`src/rtl/motoro3_pwm_capture.sv`:
```
// PWM capture for one motor phase: measures high time and period, accumulates
// on-time per commutation step, and flags runt pulses and a stuck line.
module motoro3_pwm_capture #(
    parameter int unsigned SYNC_STAGES = 2,
    parameter int unsigned MIN_PULSE   = 32,
    parameter int unsigned TIMEOUT     = 4095
) (
    input  logic        clk,
    input  logic        nRst,
    input  logic        enable,
    input  logic        pwmIn,
    input  logic [3:0]  sgStep,
    input  logic        stepStart,
    input  logic        stepEnd,
    input  logic [15:0] posWant,
    output logic [11:0] highLen,
    output logic [11:0] periodLen,
    output logic        measValid,
    output logic [15:0] stepReal,
    output logic [15:0] stepLost,
    output logic [3:0]  stepIdx,
    output logic        stepValid,
    output logic        runtFlag,
    output logic        stuckFlag,
    output logic [7:0]  errCnt,
    input  logic        clrFlags
);

    localparam int unsigned IW = $clog2(TIMEOUT + 1);
    localparam logic [11:0]   MIN_PULSE_W  = 12'(MIN_PULSE);
    localparam logic [IW-1:0] TIMEOUT_LAST = IW'(TIMEOUT - 1);

    typedef enum logic [1:0] {
        IDLE,
        WAIT_RISE,
        HIGH,
        LOW
    } state_t;

    state_t state_q, state_d;

    logic [SYNC_STAGES-1:0] sync_q, sync_d;
    logic                   pwm_prev_q;
    logic                   pwm_s, rise_det, fall_det;

    logic [11:0]   hi_cnt_q, hi_cnt_d;
    logic [11:0]   per_cnt_q, per_cnt_d;
    logic [IW-1:0] edge_idle_q, edge_idle_d;

    logic [11:0] high_len_q, high_len_d;
    logic [11:0] period_len_q, period_len_d;
    logic        meas_valid_q, meas_valid_d;

    logic        runt_flag_q, runt_flag_d;
    logic        stuck_flag_q, stuck_flag_d;
    logic [7:0]  err_cnt_q, err_cnt_d;
    logic        runt_set, stuck_set;

    logic [15:0] acc_q, acc_d;
    logic [16:0] acc_sum;
    logic [15:0] acc_sat;
    logic [15:0] step_real_q, step_real_d;
    logic [15:0] step_lost_q, step_lost_d;
    logic [3:0]  step_idx_q, step_idx_d;
    logic        step_valid_q, step_valid_d;

    function automatic logic [11:0] sat_inc12(input logic [11:0] v);
        return (v == 12'hFFF) ? v : v + 12'd1;
    endfunction

    assign pwm_s    = sync_q[SYNC_STAGES-1];
    assign rise_det = pwm_s & ~pwm_prev_q;
    assign fall_det = ~pwm_s & pwm_prev_q;

    always_comb begin
        sync_d = {sync_q[SYNC_STAGES-2:0], pwmIn};
    end

    // Period FSM; stuck timeout overrides the per-state action in every active state
    always_comb begin
        state_d      = state_q;
        hi_cnt_d     = hi_cnt_q;
        per_cnt_d    = per_cnt_q;
        edge_idle_d  = edge_idle_q;
        high_len_d   = high_len_q;
        period_len_d = period_len_q;
        meas_valid_d = 1'b0;
        runt_set     = 1'b0;
        stuck_set    = 1'b0;

        if (!enable) begin
            state_d     = IDLE;
            hi_cnt_d    = '0;
            per_cnt_d   = '0;
            edge_idle_d = '0;
        end else if (state_q == IDLE) begin
            state_d     = WAIT_RISE;
            edge_idle_d = '0;
        end else begin
            if (rise_det || fall_det) begin
                edge_idle_d = '0;
            end else begin
                edge_idle_d = edge_idle_q + IW'(1);
            end

            if (!rise_det && !fall_det && (edge_idle_q == TIMEOUT_LAST)) begin
                stuck_set   = 1'b1;
                edge_idle_d = '0;
                hi_cnt_d    = '0;
                per_cnt_d   = '0;
                state_d     = WAIT_RISE;
            end else begin
                case (state_q)
                    WAIT_RISE: begin
                        if (rise_det) begin
                            hi_cnt_d  = 12'd1;
                            per_cnt_d = 12'd1;
                            state_d   = HIGH;
                        end
                    end
                    HIGH: begin
                        per_cnt_d = sat_inc12(per_cnt_q);
                        if (fall_det) begin
                            runt_set = (hi_cnt_q < MIN_PULSE_W);
                            state_d  = LOW;
                        end else begin
                            hi_cnt_d = sat_inc12(hi_cnt_q);
                        end
                    end
                    LOW: begin
                        if (rise_det) begin
                            high_len_d   = hi_cnt_q;
                            period_len_d = per_cnt_q;
                            meas_valid_d = 1'b1;
                            hi_cnt_d     = 12'd1;
                            per_cnt_d    = 12'd1;
                            state_d      = HIGH;
                        end else begin
                            per_cnt_d = sat_inc12(per_cnt_q);
                        end
                    end
                    default: state_d = IDLE;
                endcase
            end
        end
    end

    // Clear is applied first so that a simultaneous set survives it
    always_comb begin
        runt_flag_d  = clrFlags ? 1'b0 : runt_flag_q;
        stuck_flag_d = clrFlags ? 1'b0 : stuck_flag_q;
        err_cnt_d    = clrFlags ? 8'd0 : err_cnt_q;
        if (runt_set) begin
            runt_flag_d = 1'b1;
            if (err_cnt_d != 8'hFF) begin
                err_cnt_d = err_cnt_d + 8'd1;
            end
        end
        if (stuck_set) begin
            stuck_flag_d = 1'b1;
        end
    end

    always_comb begin
        acc_sum      = {1'b0, acc_q} + {16'd0, pwm_s};
        acc_sat      = acc_sum[16] ? 16'hFFFF : acc_sum[15:0];
        acc_d        = acc_q;
        step_real_d  = step_real_q;
        step_lost_d  = step_lost_q;
        step_idx_d   = step_idx_q;
        step_valid_d = 1'b0;

        if (!enable) begin
            acc_d = '0;
        end else begin
            acc_d = acc_sat;
            if (stepEnd) begin
                step_real_d  = acc_sat;
                step_lost_d  = posWant - acc_sat;
                step_idx_d   = sgStep;
                step_valid_d = 1'b1;
                acc_d        = '0;
            end
            if (stepStart) begin
                acc_d = {15'd0, pwm_s};
            end
        end
    end

    always_ff @(negedge clk or negedge nRst) begin
        if (!nRst) begin
            state_q      <= IDLE;
            sync_q       <= '0;
            pwm_prev_q   <= 1'b0;
            hi_cnt_q     <= '0;
            per_cnt_q    <= '0;
            edge_idle_q  <= '0;
            high_len_q   <= '0;
            period_len_q <= '0;
            meas_valid_q <= 1'b0;
            runt_flag_q  <= 1'b0;
            stuck_flag_q <= 1'b0;
            err_cnt_q    <= '0;
            acc_q        <= '0;
            step_real_q  <= '0;
            step_lost_q  <= '0;
            step_idx_q   <= '0;
            step_valid_q <= 1'b0;
        end else begin
            state_q      <= state_d;
            sync_q       <= sync_d;
            pwm_prev_q   <= pwm_s;
            hi_cnt_q     <= hi_cnt_d;
            per_cnt_q    <= per_cnt_d;
            edge_idle_q  <= edge_idle_d;
            high_len_q   <= high_len_d;
            period_len_q <= period_len_d;
            meas_valid_q <= meas_valid_d;
            runt_flag_q  <= runt_flag_d;
            stuck_flag_q <= stuck_flag_d;
            err_cnt_q    <= err_cnt_d;
            acc_q        <= acc_d;
            step_real_q  <= step_real_d;
            step_lost_q  <= step_lost_d;
            step_idx_q   <= step_idx_d;
            step_valid_q <= step_valid_d;
        end
    end

    assign highLen   = high_len_q;
    assign periodLen = period_len_q;
    assign measValid = meas_valid_q;
    assign stepReal  = step_real_q;
    assign stepLost  = step_lost_q;
    assign stepIdx   = step_idx_q;
    assign stepValid = step_valid_q;
    assign runtFlag  = runt_flag_q;
    assign stuckFlag = stuck_flag_q;
    assign errCnt    = err_cnt_q;

endmodule
```
`config.mk`:
```
export PLATFORM = sky130hd
export DESIGN_NAME = motoro3_pwm_capture
export DESIGN_NICKNAME = d
export VERILOG_FILES = /design/src/rtl/motoro3_pwm_capture.sv
export SDC_FILE = /design/constraint.sdc
export NUM_CORES = 1
export LEC_CHECK = 0
export ABC_AREA = 1
export CORE_ASPECT_RATIO = 0.8
export CORE_UTILIZATION = 55
export DETAILED_ROUTE_END_ITERATION = 8
export GPL_TIMING_DRIVEN = 0
export PLACE_DENSITY = 0.92
export SYNTH_ARGS = -nofsm -noshare
export SYNTH_HDL_FRONTEND = slang
export SYNTH_SLANG_ARGS = --single-unit
```
`constraint.sdc`:
```
create_clock -name clk -period 3.41 [get_ports clk]
set_input_delay 0.682 -clock clk [delete_from_list [all_inputs] [get_ports clk]]
set_output_delay 0.682 -clock clk [all_outputs]
set_load 0.05 [all_outputs]
```
==> results of run 1 <==
how the worst min path moves through the flow:
| stage | cells past startpoint | slack (ns) | startpoint | endpoint |
|---|---|---|---|---|
| detailed placement | 0 | 0.30 | sync_q[0] | sync_q[1] |
| CTS | 0 | 0.30 | sync_q[0] | sync_q[1] |
| finish | 0 | 0.30 | sync_q[0] | sync_q[1] |
| global route | 0 | 0.30 | sync_q[0] | sync_q[1] |
| global placement | 0 | 0.29 | sync_q[0] | sync_q[1] |
| floorplan | 0 | 0.29 | sync_q[0] | sync_q[1] |
stage by stage:
step / TNS (ns) / cell area [um2] / utilization [%] / hold WS [ns]
final: -0.1640 / 9793 / 79.06 / 0.2964
after global routing: -0.7851 / 9793 / 79.06 / 0.3028
after CTS: -0.05585 / 9306 / 75.13 / 0.2959
after detailed placement: -60.78 / 8556 / 69.07 / 0.2960
after global placement: -686.19 / 8527 / 68.84 / 0.2942
after floorplan: -3.079 / 7342 / - / 0.2917
cell usage in the layout (no fill, tap or decap), drive strengths merged, types with 2 or more instances in the layout:
master,count
xor2,19
nor2,101
a21oi,30
clkinvlp,3
a21boi,2
nand3,63
nand2,250
o31ai,2
ha,19
xnor2,7
bufinv,3
inv,128
clkdlybuf4s50,8
nor4,6
dfrtn,129
or2,3
o22ai,7
nor3,20
clkbuf,45
clkinv,6
nand4,15
o21bai,2
a31oi,4
nor3b,2
nand3b,4
buf,126
o21ai,63
what timing repair did:
action	4_1_cts	5_1_grt
buffers inserted	16	27
gates resized for setup	523	108
gates cloned	0	1
pin swaps	32	44
setup endpoints to repair	140	103
cells by family after synthesis:
family,count (synthesis)
XOR/XNOR,26
buffers and inverters,147
AO/OA/AOI/OAI,115
flip-flops,129
adder cells (fa/ha/maj),19
multiplexers,1
AND/OR/NAND/NOR,465
area by class of cell:
cell class / count / area (um2)
repair buffers: 142 / 1326
fillers: 700 / 2594
multi-input cells: 626 / 3801
diodes: 1 / 2.502
flip-flops and latches: 129 / 3228
plain buffers: 18 / 122.6
clock inverters: 12 / 157.7
well taps: 171 / 214.0
inverters: 128 / 494.2
clock buffers: 20 / 446.7
power by group through the flow:
stage                     Sequential (W)  Clock (W)  Combinational (W)
after floorplan                  0.00192          0           0.000326
after CTS                        0.00169    0.00188           0.000848
after global routing             0.00171    0.00196            0.00103
after detailed placement         0.00171          0           0.000825
final                            0.00170    0.00190           0.000975
after global placement           0.00171          0           0.000804
registers in the layout, indices dropped and copies added, names as in the netlist, 2 cells and up:
register / flops
acc_q: 16
stepLost: 16
stepReal: 16
edge_idle_q: 12
hi_cnt_q: 12
highLen: 12
per_cnt_q: 12
periodLen: 12
errCnt: 8
stepIdx: 4
state_q: 2
sync_q: 2
routing by layer:
metal | part of all wire (%) | routed length [um]
met2 | 48 | 10530
met5 | 0 | 0
met4 | 3.7 | 809
met1 | 39 | 8486
met3 | 9.1 | 1994
==> results.md, run 1 <==
- Count of final max-slew check failures: 0
- Largest buffer count on any clock path: 2
- Vias post-DR: 7229
- Initial antenna violation count: 1
- Slew HR: a little over half
- Global Route Usage Sum: 31.08%
- Worst vdd rail ir drop: around 0.00043 V
- Floorplan die area: between 0.01 and 0.015 mm2
- Post-synthesis sequential area ratio: 45.49%
- Largest net degree at the start of global routing: 67
- DP Worst Slack: -0.9339 ns
- Cell taking the most area after synthesis: dfrtn_1
- Fraction of synthesized cell area taken by the top area cell type: around 45%
- Synth Area per Inst: just under 8 um2
- Setup skew after layout: ~0.009 ns
- Number of setup violations in the final report: 10
- Fraction of registers with async set/reset: between 90% and 100%
- Most area-consuming cells after synthesis: dfrtn_1, nand2_1, inv_1, nor2_1, o21ai_0
- Crit path kind: flop to output pin
- Cell at the slowest stage of the critical path: dfrtn_1
- Portion of netlist area occupied by mux cells: less than 1%
- Post-synthesis instance area: 0.007097 mm2
- Max incr delay on CP: approximately 0.48 ns
- Syn_nets: between 900 and 1000
- Fraction of synthesized cell area in xor and xnor cells: 3.209%
- Clock buffers created by TritonCTS: 17
- Final Power: 0.004575 W
- Top Family by Delay on Critical Path: flip-flops
- Number of global-route vias before repair: between 6000 and 7000
- Cell at the root of the clock tree: clkbuf_16
- CTS H-tree depth: 4
- Hold Path Class: flop to flop
- Nature of the critical path startpoint: flop
- Number of cells in the design after placement: between 1000 and 1500
- Clock insertion delay at the later pin of the skew report: 0.40 ns
- Clock tree from TritonCTS: yes
- Final net count: between 1000 and 1500
- Core region area: ~0.012 mm2
- Critical path cell sequence: buf_6
- Initial drt markers: 778
- Fraction of power consumed by combinational cells: a little over a fifth
- Setup repair after global routing missed its margin: yes
- Clock edge transition at the registers on the reported setup and hold paths: approximately 0.040 ns
- Cell count along the critical path: 1
- Prevailing post-synth register cell: dfrtn_1
- Final hold violation count: 0
- Power per Cell Area: 467.1 mW/mm2
- Die Wd: between 100 and 150 um
- Count of flip-flops with a built-in enable after synthesis: 0
- Endpoint of the most critical register-to-register path: stepLost[14]
- Endpoint type of the worst setup path: output pin
- Flip-flop and latch count after synthesis: ~130
- Most common cell in the synthesized netlist: nand2_1
- Number of buffer and inverter stages on the critical path: 1
- Die extent in y: around 100 um
- Failing checks: setup timing
- Global routing met2 resource utilization: 49.34%
- Combinational family with the most area after synthesis: simple AND/OR/NAND/NOR gates
- Count of cells along the worst register-to-register path: 17
- Met1 usage in global routing: around two fifths
- MaxCap Viol Count: 0
- Worst Slack Setup Final: -0.03652 ns
- # rows: 36
- Effective utilization at floorplan: a little under three fifths
- Met3 usage in global routing: under 10%
- Sw power: 0.001422 W
- Layout cell share with drive strength beyond 1: a little under a third
- Fraction of power consumed by sequential logic: 37.2%
- Leading post-synthesis cells by instance count: nand2_1, dfrtn_1, inv_1, nor2_1, o21ai_0
- Via-to-Cell Ratio: 5.797
- Global route total overflow: 0
- Total length of routed wires: 21.82 mm
- Port bufs: 97
- Drt pass-1 iters: 6
- Signed area change from the synthesized netlist to the final layout: 37.99%
- Origin of the worst setup path: errCnt[5]
- Number of clock sinks seen by CTS: between 100 and 150
- Internal power summed over all cells: 0.003153 W
- DRC violation count after routing: 0
- Average wire per cell in the routed design: approximately 17 um
- First-pass GRT wire length: around 33 mm
- Global routing's busiest layer: met2
- Compound-gate portion of the synthesized area: under 10%
- Final weighted congestion in routability-driven placement: roughly 0.92
- Number of hold buffers added after cts: 0
- Critical-path maximum fanout: 3
- Dpl hpwl: between 10 and 15 mm
- Switching portion of total power: between 30% and 40%
- Pleak: 4.775 nW
- I/O pin count: 99
- Number of nets with antenna violations after detailed routing: 0
- Flop-to-flop setup slack: 0.17 ns
- Critical Path Sink: errCnt[5]
- Worst path required time: between 2 and 3 ns
- Synthesis warning total: 0
- Actual slew at the worst max-slew pin: 0.6810 ns
- Synth Area in Adders: under 10%
- Origin of the critical flop-to-flop path: sync_q[1]
- Simple-gate area share of the yosys netlist: between 30 and 40%
- Outcome: finished, violations left
- Worst Path Arrival: 2.76 ns
- Final Instance Count excl. Fillers: 1247
- Clock network fraction of design power: approximately two fifths
- Count of different cell masters after synthesis: 50
- Number of standard cells after synthesis: between 900 and 1000
(Power assumes the default switching activity.)
==> run 2, diff against run 1 <==
- ABC_CLOCK_PERIOD_IN_PS: unset -> 3410
==> results of run 2 <==
No change in the layout: final DEF, timing and power equal those of run 1.
==> run 3, diff against run 2 <==
- CAP_MARGIN: unset -> 25
- MAX_ROUTING_LAYER: unset -> met4
==> run 3 against run 2 <==
Effect of this change: the run still ends with setup timing left; final cell count did not move; sequential share of layout area fell by 0.10 points; total power fell by 0.34%; cell area rose by 0.31%; critical path depth did not move; combinational power barely moved; highest routed layer unchanged.
==> results.md, run 3 (same netlist as run 1, synthesis figures left out) <==
- Origin of the worst setup path: errCnt[5]
- Signed area change from the synthesized netlist to the final layout: 38.42%
- I/O pin count: 99 (unchanged)
- Final Instance Count excl. Fillers: 1247 (unchanged)
- Initial drt markers: 857 (+10%)
- Flop-to-flop setup slack: 0.15 ns (-0.02 ns)
- Final weighted congestion in routability-driven placement: 0.9332 (+1.7%)
- Layout cell share with drive strength beyond 1: 30.14% (+0.093 points)
- Clock tree from TritonCTS: yes
- Sw power: 0.001403 W (-1.3%)
- Cell count along the critical path: 1 (unchanged)
- # rows: 36 (unchanged)
- Fraction of power consumed by sequential logic: 37.4% (+0.2 points)
- Worst Min Path Start: sync_q[0]
- Clock buffers created by TritonCTS: 17 (unchanged)
- Worst vdd rail ir drop: 0.0004282 V (about the same)
- Total length of routed wires: 21.63 mm (-0.87%)
- Count of cells along the worst register-to-register path: 17 (unchanged)
- Crit path kind: flop to output pin
- Global route total overflow: 0 (unchanged)
- Global Route Usage Sum: 32.03% (+0.95 points)
- Number of setup violations in the final report: 10 (unchanged)
- Worst Slack Setup Final: -0.04445 ns (-0.007928 ns)
- Number of inserted filler cells in the final layout: 678 (-3.1%)
- Die extent in y: 103.6 um (unchanged)
- Port bufs: 97 (unchanged)
- Initial antenna violation count: 1 (unchanged)
- Clock edge transition at the registers on the reported setup and hold paths: 0.04 ns (about the same)
- Largest net degree at the start of global routing: 67 (unchanged)
- Critical-path maximum fanout: 3 (unchanged)
- Commonest cells after routing, fill and taps aside: nand2_1, dfrtn_1, inv_1
- Switching portion of total power: 30.78% (-0.30 points)
- Setup skew after layout: 0.008141 ns (-0.0006153 ns)
- Hold Path Class: flop to flop
- CTS H-tree depth: 4 (unchanged)
- Multi-input gate area in the final layout: 0.003812 mm2 (+0.30%)
- Failing checks: setup timing
- Nature of the critical path startpoint: flop
- Via-to-Cell Ratio: 5.804 (+0.12%)
- Clock insertion delay at the later pin of the skew report: 0.40 ns (about the same)
- Core region area: 0.01239 mm2 (unchanged)
- Endpoint of the most critical register-to-register path: stepLost[14]
- Final instance area: 0.009823 mm2 (+0.31%)
- Number of clock sinks seen by CTS: 129 (unchanged)
- Number of global-route vias before repair: 6840 (-0.16%)
- Average wire per cell in the routed design: 17.34 um (-0.87%)
- DRC violation count after routing: 0 (unchanged)
- Vias post-DR: 7238 (+0.12%)
- Fraction of power consumed by combinational cells: 21.3% (about the same)
- Worst Path Arrival: 2.77 ns (about the same)
- First-pass GRT wire length: 32.66 mm (about the same)
- MaxCap Viol Count: 0 (unchanged)
- Number of buffer and inverter stages on the critical path: 1 (unchanged)
- Clock network fraction of design power: 41.3% (-0.2 points)
- Die Wd: 129 um (unchanged)
- Number of cells in the design after placement: 1171 (unchanged)
- Endpoint type of the worst setup path: output pin
- Effective utilization at floorplan: 57.29% (unchanged)
- Post-route worst hold slack: 0.2951 ns (-0.001317 ns)
- Origin of the critical flop-to-flop path: sync_q[1]
- Outcome: finished, violations left
- Cell at the slowest stage of the critical path: dfrtn_1
- Count of final max-slew check failures: 0 (unchanged)
- Dpl hpwl: 12.97 mm (unchanged)
- Cell at the root of the clock tree: clkbuf_16
- Largest buffer count on any clock path: 2 (unchanged)
- Critical Path Sink: errCnt[5]
- Final hold violation count: 0 (unchanged)
- Power per Cell Area: 464.1 mW/mm2 (-0.65%)
- Setup repair after global routing missed its margin: yes
- Floorplan die area: 0.01336 mm2 (unchanged)
- Drt pass-1 iters: 6 (unchanged)
- Number of nets with antenna violations after detailed routing: 0 (unchanged)
- Critical path cell sequence: buf_6
- Storage cell area: 0.003228 mm2 (unchanged)
- Cell area after placement: 0.008556 mm2 (unchanged)
- Worst path required time: 2.73 ns (about the same)
- Final net count: 1108 (unchanged)
- Pleak: 4.780 nW (+0.10%)
- Slew HR: 54.47% (+0.35 points)
- Most common library cell in the layout ignoring fill and taps: nand2_1
- Internal power summed over all cells: 0.003156 W (about the same)
- Max incr delay on CP: 0.49 ns (about the same)
- Top Family by Delay on Critical Path: flip-flops
- Actual slew at the worst max-slew pin: 0.6758 ns (-0.005204 ns)
run 3: timing repair:
item / CTS / global route
buffers inserted: 16 / 27
pin swaps: 32 / 43
endpoints found under the hold margin: 0 / 0
endpoints found under the setup margin: 140 / 108
hold buffers: 0 / 0
gates resized for setup: 523 / 116
gates cloned: 0 / 1
run 3: per-layer routing:
layer  vias to the layer above  part of all wire, %  track usage, %
li1                       3226                    -               -
met1                      3484                   40           40.67
met2                       439                   49           49.96
met3                        89                  8.2           7.800
met4                         0                  3.5           11.18
met5                         -                    0               -
run 3: metrics by stage:
stage	total power (W)	TNS [ns]	worst slack [ns]	util [%]
finish	0.004559	-0.1401	-0.04445	79.30
global route	0.004707	-0.8179	-0.1240	79.30
CTS	0.004424	-0.05585	-0.04502	75.13
detailed placement	0.002538	-60.78	-0.9339	69.07
global placement	0.002514	-686.19	-4.903	68.84
floorplan	0.002246	-3.079	-0.2728	-
run 3: power groups by stage:
stage                     logic, W  registers [W]  clock network [W]
final                     0.000973        0.00170            0.00188
after global routing       0.00104        0.00171            0.00196
after CTS                 0.000848        0.00169            0.00188
after detailed placement  0.000825        0.00171                  0
after global placement    0.000804        0.00171                  0
after floorplan           0.000326        0.00192                  0
run 3: how the worst min path moves through the flow:
stage / endpoint / slack, ns / cells past startpoint
2_1_floorplan: sync_q[1] / 0.29 / 0
3_3_place_gp: sync_q[1] / 0.29 / 0
3_5_place_dp: sync_q[1] / 0.30 / 0
4_1_cts: sync_q[1] / 0.30 / 0
5_1_grt: sync_q[1] / 0.30 / 0
6_report: sync_q[1] / 0.30 / 0
run 3: area by class of cell:
cell class | instances | share of cell area (%)
clock inverters | 12 | 1.605
multi-input cells | 626 | 38.81
plain buffers | 18 | 1.248
diodes | 1 | 0.02547
well taps | 171 | 2.178
inverters | 128 | 5.031
repair buffers | 142 | 13.69
clock buffers | 20 | 4.547
flip-flops and latches | 129 | 32.86
